[src/rtl/rotary_decoder.sv]
// ---------------------------------------------------------------------------
// rotary_decoder
//
// Front end for the rotary encoder. Each raw pin is passed through a two-flop
// synchronizer and a per-channel debouncer. The debounced A/B pair is then
// decoded as a quadrature sequence. Every output is a registered one-cycle
// strobe.
//
// Parameters:
//   DEBOUNCE_CYCLES - consecutive differing cycles needed to accept a change
//   CNT_W           - width of each debounce counter (must hold DEBOUNCE_CYCLES)
//
// Ports:
//   clk     in   system clock, all state on the rising edge
//   res_n   in   asynchronous active-low reset
//   enc_a   in   raw encoder channel A (idle high)
//   enc_b   in   raw encoder channel B (idle high)
//   enc_sw  in   raw push switch (active-low)
//   rot_up  out  one-cycle strobe, clockwise step
//   rot_dn  out  one-cycle strobe, counter-clockwise step
//   push    out  one-cycle strobe, debounced press
//
// Build option:
//   ROTARY_FULLSTEP_EN - when defined, transitions are summed and one strobe
//   is emitted per detent (on entry to 11). When undefined, every valid
//   transition strobes immediately.
// ---------------------------------------------------------------------------
module rotary_decoder #(
    parameter int DEBOUNCE_CYCLES = 40000,
    parameter int CNT_W           = 16
) (
    input  logic clk,
    input  logic res_n,
    input  logic enc_a,
    input  logic enc_b,
    input  logic enc_sw,
    output logic rot_up,
    output logic rot_dn,
    output logic push
);

    localparam logic [CNT_W-1:0] CNT_LAST = CNT_W'(DEBOUNCE_CYCLES - 1);

    // Channel order in all 3-bit vectors: [2] = A, [1] = B, [0] = switch.
    logic [2:0]       sync1_q, sync1_d;
    logic [2:0]       sync2_q, sync2_d;
    logic [2:0]       stable_q, stable_d;
    logic [CNT_W-1:0] cnt_q [3];
    logic [CNT_W-1:0] cnt_d [3];
    logic [1:0]       prev_q, prev_d;
    logic             sw_prev_q, sw_prev_d;
    logic             rot_up_q, rot_up_d;
    logic             rot_dn_q, rot_dn_d;
    logic             push_q, push_d;
    logic signed [1:0] dir;
`ifdef ROTARY_FULLSTEP_EN
    logic signed [3:0] acc_q, acc_d;
    logic signed [3:0] acc_sum;
`endif

    // +1 for a clockwise transition, -1 for counter-clockwise, 0 otherwise.
    // Two-bit changes fall through to 0, so illegal transitions are ignored.
    function automatic logic signed [1:0] step_dir(input logic [1:0] from_ab,
                                                   input logic [1:0] to_ab);
        case ({from_ab, to_ab})
            4'b1110, 4'b1000, 4'b0001, 4'b0111: step_dir = 2'sd1;
            4'b1101, 4'b0100, 4'b0010, 4'b1011: step_dir = -2'sd1;
            default:                            step_dir = 2'sd0;
        endcase
    endfunction

    always_comb begin
        sync1_d = {enc_a, enc_b, enc_sw};
        sync2_d = sync1_q;
        for (int i = 0; i < 3; i++) begin
            stable_d[i] = stable_q[i];
            cnt_d[i]    = '0;
            // Counter only runs while the input disagrees with the accepted
            // value; any agreement restarts it from zero.
            if (sync2_q[i] != stable_q[i]) begin
                if (cnt_q[i] == CNT_LAST) begin
                    stable_d[i] = sync2_q[i];
                end else begin
                    cnt_d[i] = cnt_q[i] + 1'b1;
                end
            end
        end
    end

    always_comb begin
        dir       = step_dir(prev_q, stable_q[2:1]);
        prev_d    = stable_q[2:1];
        sw_prev_d = stable_q[0];
        push_d    = sw_prev_q & ~stable_q[0];
        rot_up_d  = 1'b0;
        rot_dn_d  = 1'b0;
`ifdef ROTARY_FULLSTEP_EN
        acc_sum = acc_q + {{2{dir[1]}}, dir};
        acc_d   = acc_sum;
        // Entry into the detent position decides the whole detent and
        // always restarts the sum, so partial turns leave nothing behind.
        if (stable_q[2:1] == 2'b11 && prev_q != 2'b11) begin
            rot_up_d = (acc_sum == 4'sd4);
            rot_dn_d = (acc_sum == -4'sd4);
            acc_d    = '0;
        end
`else
        rot_up_d = (dir == 2'sd1);
        rot_dn_d = (dir == -2'sd1);
`endif
    end

    always_ff @(posedge clk or negedge res_n) begin
        if (!res_n) begin
            sync1_q   <= 3'b111;
            sync2_q   <= 3'b111;
            stable_q  <= 3'b111;
            for (int i = 0; i < 3; i++) begin
                cnt_q[i] <= '0;
            end
            prev_q    <= 2'b11;
            sw_prev_q <= 1'b1;
            rot_up_q  <= 1'b0;
            rot_dn_q  <= 1'b0;
            push_q    <= 1'b0;
`ifdef ROTARY_FULLSTEP_EN
            acc_q     <= '0;
`endif
        end else begin
            sync1_q   <= sync1_d;
            sync2_q   <= sync2_d;
            stable_q  <= stable_d;
            for (int i = 0; i < 3; i++) begin
                cnt_q[i] <= cnt_d[i];
            end
            prev_q    <= prev_d;
            sw_prev_q <= sw_prev_d;
            rot_up_q  <= rot_up_d;
            rot_dn_q  <= rot_dn_d;
            push_q    <= push_d;
`ifdef ROTARY_FULLSTEP_EN
            acc_q     <= acc_d;
`endif
        end
    end

    assign rot_up = rot_up_q;
    assign rot_dn = rot_dn_q;
    assign push   = push_q;

endmodule

[config.mk]
export PLATFORM = sky130hd
export DESIGN_NAME = rotary_decoder
export DESIGN_NICKNAME = d
export VERILOG_FILES = /design/src/rtl/rotary_decoder.sv
export SDC_FILE = /design/constraint.sdc
export NUM_CORES = 1
export LEC_CHECK = 0
export CAP_MARGIN = 20
export CORE_MARGIN = 1.5
export CORE_UTILIZATION = 47
export CTS_BUF_LIST = sky130_fd_sc_hd__clkbuf_2
export DETAILED_ROUTE_END_ITERATION = 7
export DONT_BUFFER_PORTS = 1
export HOLD_SLACK_MARGIN = 0.03
export PLACE_DENSITY = 0.65
export SETUP_SLACK_MARGIN = 0.4
export SYNTH_ARGS = -nofsm -noshare
export SYNTH_HDL_FRONTEND = slang
export SYNTH_SLANG_ARGS = --single-unit
[constraint.sdc]
create_clock -name clk -period 2.3 [get_ports clk]
set_clock_uncertainty 0.05 [all_clocks]
set_input_delay 0.575 -clock clk [delete_from_list [all_inputs] [get_ports clk]]
set_output_delay 0.575 -clock clk [all_outputs]
set_load 0.01 [all_outputs]
==> impl_results.rst, run 1 <==
.. list-table::
   :header-rows: 1

   * - Metric
     - Value
   * - Status
     - finished, final reports clean
   * - Clock latency at the later pin of the worst-skew pair
     - ~0.47 ns
   * - TNS Setup
     - 0 ns
   * - Worst hold stages
     - 0
   * - Sequential cell area fraction in the yosys report
     - 0.5413
   * - Largest family of logic cells by synthesized area
     - simple AND/OR/NAND/NOR gates
   * - Register-to-Register Path Depth
     - 4
   * - Crit-path slowest cell
     - dfrtp_1
   * - Half-perimeter wire length after detailed placement
     - around 3100 um
   * - Area fraction in and, or, nand and nor cells after synthesis
     - 0.2196
   * - Number of antenna-violating nets in the routed design
     - 0
   * - Syn Inst Count
     - approximately 280
   * - Met1 GRT Util
     - 0.1983
   * - Post-route total power
     - around 1.7 mW
   * - First-pass GRT wire length
     - 8328 um
   * - Total Nets Final
     - a little over 300
   * - I/O Pins
     - 8
   * - Number of synthesis warnings
     - 0
   * - Class of the most critical setup path
     - register to register
   * - Number of nets produced by synthesis
     - ~290
   * - Clock tree from TritonCTS
     - yes
   * - Drt pass-1 iters
     - 4
   * - GR Overflow Total
     - 0
   * - Diodes inserted
     - 0
   * - Async S/R FF share, synth
     - 1.000
   * - Number of buffers created by CTS
     - 9
   * - Overall fraction of global-route tracks in use
     - 0.1670
   * - Num rows
     - 28
   * - Synth Area per Inst
     - around 11 um2
   * - Leading cell type in the layout, fill and taps excluded
     - nor2_1
   * - Initial antenna violation count
     - 0
   * - IO Port Bufs
     - 0
   * - TritonCTS sink count
     - 63
   * - Share of the synthesized area in compound gates (AO/OA/AOI/OAI)
     - 0.03319
   * - Relative slew margins
     - 0.7605
   * - Endpoint of the worst hold path
     - sync2_q[2]$_DFF_PN1_
   * - Vias after detailed routing
     - 1918
   * - Post-synthesis adder-cell area fraction
     - 0.02979
   * - Gr busiest metal
     - met2
   * - Final WL
     - 4568 um
   * - Die Area
     - 6740 um2
   * - Delay of the slowest critical-path stage
     - 0.47 ns
   * - Register-to-register path setup slack
     - 0.56 ns
   * - Initial standard-cell utilization of the core
     - 0.4908
   * - Vertical die dimension
     - slightly above 80 um
   * - Cells traversed along the worst timing path
     - nor4b_1, nand2_1, nor4_1, mux2_2
   * - Leakage
     - around 1.3 nW
   * - Xor/xnor cell area share of the yosys netlist
     - 0.1311
   * - Max H-tree Level
     - 3
   * - Final weighted congestion in routability-driven placement
     - 0.8913
   * - X dimension of the die
     - about 82 um
   * - Multi-input combinational cell area
     - between 1000 and 1500 um2
   * - Met2 routing resource usage after global routing
     - 0.2664
   * - Fraction of synthesized area in multiplexers
     - 0.01915
   * - Final hold violations
     - 0
   * - Launching point of the worst reg2reg path
     - cnt_q[40]$_DFF_PN0_
   * - Fin crit period
     - 1.743 ns
   * - Required time reported for the critical path endpoint
     - approximately 2.7 ns
   * - Dominant register cell in the synthesized netlist
     - dfrtp_1
   * - Final period utilization
     - 0.7580
   * - Global routing usage on met3
     - 0.06813
   * - Worst IR Drop VDD
     - just under 300 uV
   * - Number of global-route vias before repair
     - 1907
   * - Critical hold path startpoint
     - sync1_q[2]$_DFF_PN1_
   * - Worst Setup Start Kind
     - register
   * - Core Area
     - between 5000 and 6000 um2
   * - Count of unique library cells instantiated by Yosys
     - 28
   * - Setup crit start
     - cnt_q[40]$_DFF_PN0_
   * - Type of element capturing the critical path
     - register
   * - Number of synthesized flops with an enable pin
     - 0
   * - Max Fclk
     - 573.6 MHz
   * - Max_cap viols
     - 0
   * - Number of buffers on the longest clock path
     - 2
   * - Ratio of routed vias to standard cells
     - between 5 and 6
   * - Critical path arrival
     - roughly 2.1 ns
   * - Layout-stage area growth over the synthesis result
     - 8.043%
   * - Area of the mapped netlist
     - ~2900 um2
   * - Power density of the placed cells
     - about 540 nW/um2
   * - Fill cells
     - about 530
   * - Maximum number of pins on one net before global-route repair
     - 64
   * - CTS root buffer
     - clkbuf_2
   * - Fraction of layout instances using a drive strength above 1
     - 0.1347
   * - Clock-pin slew reported for the worst setup and hold paths after clock tree synthesis
     - 0.15 ns
   * - DRT iter0 DRCs
     - 96
   * - RSZ-0062 raised after global routing
     - yes
   * - Leading cell types in the layout, fill and taps excluded
     - nor2_1, dfrtp_1, xnor2_1
   * - Type of the tightest min-delay check
     - register to register
   * - Number of storage elements in the synthesis netlist
     - 63
   * - Register Area
     - around 1600 um2
   * - Worst-path fanout max
     - 6
   * - Number of setup violations in the final report
     - 0
   * - Largest delay contributor family on the critical path
     - simple AND/OR/NAND/NOR gates
   * - RR Endpoint
     - stable_q[0]$_DFFE_PN1P_
   * - Routed wire per std cell
     - roughly 12 um
   * - Post-route DRC
     - 0
   * - Max Transition Viols Final
     - 0
   * - Tightest Pin Transition
     - between 0.3 and 0.4 ns
   * - Buffer and inverter count on the worst path
     - 0
## layout make-up
type | instances | share of cell area
Sequential cell | 63 | 0.5010
Multi-Input combinational cell | 199 | 0.4006
Timing Repair Buffer | 10 | 0.03427
Tap cell | 75 | 0.02954
Clock buffer | 12 | 0.01891
Inverter | 9 | 0.01063
Clock inverter | 4 | 0.005120
## what timing repair did
item	CTS	global route
hold buffers	5	0
endpoints found under the hold margin	66	0
gates resized for setup	0	1
setup endpoints to repair	0	13
buffers inserted	0	0
## Yosys cell counts, drive strengths merged (3+ instances only)
library cell,count,area share
nand3,13,0.022
xnor2,32,0.095
a21oi,3,0.0051
inv,9,0.011
mux2,3,0.011
nor3,11,0.019
nand2,17,0.022
ha,7,0.030
xor2,12,0.036
or3,4,0.0085
buf,4,0.013
dfrtp,51,0.43
nor2,55,0.070
dfstp,12,0.11
nor4,14,0.030
o21ai,3,0.0051
nand4,13,0.028
## layer usage
metal / routed length, um / part of all wire / vias to the layer above
li1: - / - / 976
met1: 2190 / 0.48 / 911
met2: 2129 / 0.47 / 21
met3: 170 / 0.037 / 10
met4: 78 / 0.017 / 0
met5: 0 / 0 / -
## state kept, by name, summed over array words and instances (netlist names)
name and flops:
sw_prev_q 1, rot_up 1, sync1_q 3, sync2_q 3, rot_dn 1, push 1, stable_q 3, prev_q 2
cnt_q 48
## cells by family (layout without fill, tap and decap cells)
family,count (synthesis),after routing
xor+xnor,44,44
fa+ha+maj,7,7
mux,4,4
buf+inv,14,35
simple gates,135,135
compound gates,9,9
flops,63,63
## where the power goes
group          internal, mW  switching [mW]  leakage (nW)
registers              1.13          0.0123         0.830
logic                0.0321          0.0495         0.410
clock network         0.145           0.361        0.0585
total                  1.31           0.423          1.30
## how the worst max path moves through the flow
| stage | to | slack (ns) | depth (start not counted) |
|---|---|---|---|
| after floorplan | cnt_q[23]$_DFF_PN0_ | 0.59 | 6 |
| after global placement | cnt_q[43]$_DFF_PN0_ | 0.52 | 5 |
| after detailed placement | cnt_q[42]$_DFF_PN0_ | 0.46 | 5 |
| after CTS | cnt_q[41]$_DFF_PN0_ | 0.43 | 5 |
| after global routing | stable_q[0]$_DFFE_PN1P_ | 0.39 | 4 |
| final | stable_q[0]$_DFFE_PN1P_ | 0.56 | 4 |
## per-stage QoR
| step | setup slack, ns | util | area (um2) | instances | hold slack, ns |
|---|---|---|---|---|---|
| 3_3_place_gp | 0.5159 | 0.5056 | 3029 | 351 | 0.2309 |
| 4_1_cts | 0.4308 | 0.5297 | 3173 | 372 | 0.3196 |
| 2_1_floorplan | 0.5854 | - | 2940 | 276 | 0.2294 |
| 6_report | 0.5566 | 0.5303 | 3177 | 372 | 0.3157 |
| 5_1_grt | 0.3931 | 0.5303 | 3177 | 372 | 0.3203 |
| 3_5_place_dp | 0.4574 | 0.5056 | 3029 | 351 | 0.2313 |
No activity file was read; power rests on OpenSTA's default activity.
==> run 2: changes to the inputs <==
- clock period: 2.3 -> 1.7 ns (I/O delays scaled with it)
==> impl_results.rst, run 2 (synthesis gave the netlist of run 1 again) <==
.. list-table::
   :header-rows: 1

   * - Metric
     - Value
   * - Fill cells
     - approximately 500
   * - Final hold violations
     - 63
   * - TNS Setup
     - 0 ns
   * - Sequential Power Share
     - 0.612
   * - Initial antenna violation count
     - 0
   * - Vias after detailed routing
     - around 2.1k
   * - Core Area
     - approximately 6000 um2
   * - Worst Setup Start Kind
     - register
   * - Tightest Pin Transition
     - around 0.34 ns
   * - I/O Pins
     - 8
   * - Leading cell type in the layout, fill and taps excluded
     - dfrtp_1
   * - Leading cell types in the layout, fill and taps excluded
     - dfrtp_1, nor2_1, xnor2_1
   * - Clock tree from TritonCTS
     - yes
   * - GR Overflow Total
     - 0
   * - Die Area
     - slightly below 7000 um2
   * - Switch share
     - 0.2456
   * - First-pass GRT wire length
     - about 9000 um
   * - Number of cells after detailed placement
     - between 300 and 400
   * - Status
     - finished, violations left
   * - Final WL
     - between 5000 and 6000 um
   * - Net Switching
     - between 0.6 and 0.7 mW
   * - Diodes inserted
     - 0
   * - Critical path arrival
     - 1.88 ns
   * - Clk pwr share
     - 0.347
   * - Cells traversed along the worst timing path
     - nor4b_2, nand2_1, o41ai_4, buf_6, nor2_2
   * - TritonCTS sink count
     - 63
   * - Relative slew margins
     - 0.7713
   * - Initial standard-cell utilization of the core
     - 0.4908
   * - Class of the most critical setup path
     - register to register
   * - Layout-stage area growth over the synthesis result
     - 21.32%
   * - Final weighted congestion in routability-driven placement
     - roughly 0.8
   * - Max_cap viols
     - 0
   * - Post-route DRC
     - 0
   * - Number of buffers on the longest clock path
     - 2
   * - IO Port Bufs
     - 0
   * - Proportion of power drawn by combinational gates
     - 0.041
   * - Utilization of the core after routing
     - 0.5954
   * - Ratio of routed vias to standard cells
     - around 5.3
   * - Total Nets Final
     - around 330
   * - Fin area
     - between 3000 and 4000 um2
   * - Failing checks
     - negative hold slack
   * - Leakage
     - 1.450 nW
   * - Worst IR Drop VDD
     - 477.4 uV
   * - Register Area
     - 1595 um2
   * - Largest reg by FF count
     - cnt_q
   * - Maximum number of pins on one net before global-route repair
     - 64
   * - Num rows
     - 28
   * - Post-layout instance count excluding filler cells
     - about 400
   * - Worst-path fanout max
     - 7
   * - Crit-path slowest cell
     - dfrtp_1
   * - Cell internal power dissipation
     - approximately 1.9 mW
   * - Hold WS
     - -0.4379 ns
   * - Clock-pin slew reported for the worst setup and hold paths after clock tree synthesis
     - around 0.19 ns
   * - Max Fclk
     - 638.0 MHz
   * - Half-perimeter wire length after detailed placement
     - ~3200 um
   * - Number of global-route vias before repair
     - about 2.1k
   * - Delay of the slowest critical-path stage
     - ~0.43 ns
   * - Flip-flop count of the largest register after layout
     - between 40 and 50
   * - Max H-tree Level
     - 3
   * - Number of buffers created by CTS
     - 9
   * - Fraction of layout instances using a drive strength above 1
     - 0.3261
   * - Type of element capturing the critical path
     - register
   * - Power density of the placed cells
     - 710.5 nW/um2
   * - X dimension of the die
     - just over 80 um
   * - DRT iter0 DRCs
     - between 100 and 150
   * - Number of setup violations in the final report
     - 0
   * - Vertical die dimension
     - 82.10 um
   * - CTS root buffer
     - clkbuf_2
   * - Routed wire per std cell
     - roughly 13 um
   * - Multi-input combinational cell area
     - 1435 um2
   * - Final period utilization
     - 0.9220
   * - Overall fraction of global-route tracks in use
     - 0.1780
   * - Drt pass-1 iters
     - 5
   * - Fin crit period
     - about 1.6 ns
   * - Number of antenna-violating nets in the routed design
     - 0
   * - RSZ-0062 raised after global routing
     - yes
   * - Type of the tightest min-delay check
     - input port to asynchronous set/reset pin
   * - Required time reported for the critical path endpoint
     - ~2.0 ns
   * - CTS hold repair buffers
     - 3
   * - Placement Cell Area
     - around 3200 um2
   * - Max Transition Viols Final
     - 0
   * - Clock latency at the later pin of the worst-skew pair
     - approximately 0.47 ns
[run 2: cell types whose count changed in the layout (fill, tap and decap cells not counted), moves of 4 or more]
cell | previous run | this run
buf_4 | 4 | 27
ha_2 | 0 | 4
nor2_1 | 55 | 43
nand3_2 | 0 | 4
nor2_2 | 0 | 11
nand3_1 | 13 | 9
ha_1 | 7 | 1
[run 2: worst max-delay path: cells and delay by family, from the launching register on]
family	cells	cell delay (ns)
DFF	1	0.43
AOI/OAI and AO/OA	1	0.29
buffers and inverters	1	0.20
and+or+nand+nor	3	0.49
[run 2: path summary, 6_finish.rpt]
check | start | slack, ns | end | depth (start not counted)
setup reg to reg | cnt_q[45]$_DFF_PN0_ | 0.13 | cnt_q[40]$_DFF_PN0_ | 5
max in group asynchronous | res_n | 1.82 | sync2_q[0]$_DFF_PN1_ | 0
setup / recovery | cnt_q[45]$_DFF_PN0_ | 0.13 | cnt_q[40]$_DFF_PN0_ | 5
hold reg to reg | sync1_q[2]$_DFF_PN1_ | 0.31 | sync2_q[2]$_DFF_PN1_ | 0
min in group clk | sync1_q[2]$_DFF_PN1_ | 0.31 | sync2_q[2]$_DFF_PN1_ | 0
hold / removal | res_n | -0.44 | rot_up$_DFF_PN0_ | 0
[run 2: metal layers]
layer / GRT usage / vias up / part of all wire
met5: 0 / - / 0
met4: 0.1068 / 0 / 0.013
met3: 0.03407 / 6 / 0.036
met2: 0.2861 / 47 / 0.50
met1: 0.2224 / 1019 / 0.45
li1: - / 1024 / -
[run 2: stage by stage]
step	hold slack [ns]	worst slack (ns)	power, mW
3_5_place_dp	0.08114	0.1100	1.655
3_3_place_gp	0.08106	0.1370	1.652
5_1_grt	-0.5062	0.07850	2.644
4_1_cts	-0.4944	0.1617	2.562
6_report	-0.4379	0.1326	2.535
2_1_floorplan	0.07941	0.1644	1.634
[run 2: area by class of cell]
type                       instances  share of cell area
multi-input combinational        199              0.4023
sequential                        63              0.4472
inverter                           9             0.01017
timing repair buffer              35             0.08348
clock inverter                     7             0.01789
clock buffer                       9             0.01263
tap                               75             0.02631
[run 2: what timing repair did]
| action | 4_1_cts | 5_1_grt |
|---|---|---|
| gates resized for setup | 15 | 16 |
| pin swaps | 13 | 3 |
| buffers inserted | 12 | 8 |
| endpoints found under the setup margin | 56 | 56 |
| endpoints found under the hold margin | 66 | 63 |
[run 2: power groups by stage]
| stage | logic, mW | registers [mW] | clock network (mW) |
|---|---|---|---|
| floorplan | 0.0611 | 1.57 | 0 |
| global placement | 0.0762 | 1.58 | 0 |
| detailed placement | 0.0780 | 1.58 | 0 |
| CTS | 0.0962 | 1.55 | 0.915 |
| global route | 0.116 | 1.56 | 0.973 |
| finish | 0.104 | 1.55 | 0.880 |
==> run 3: changes to the inputs <==
- CTS_CLUSTER_DIAMETER: unset -> 30
==> results of run 3 <==
The final DEF is identical to that of run 2; final timing and power are the same.
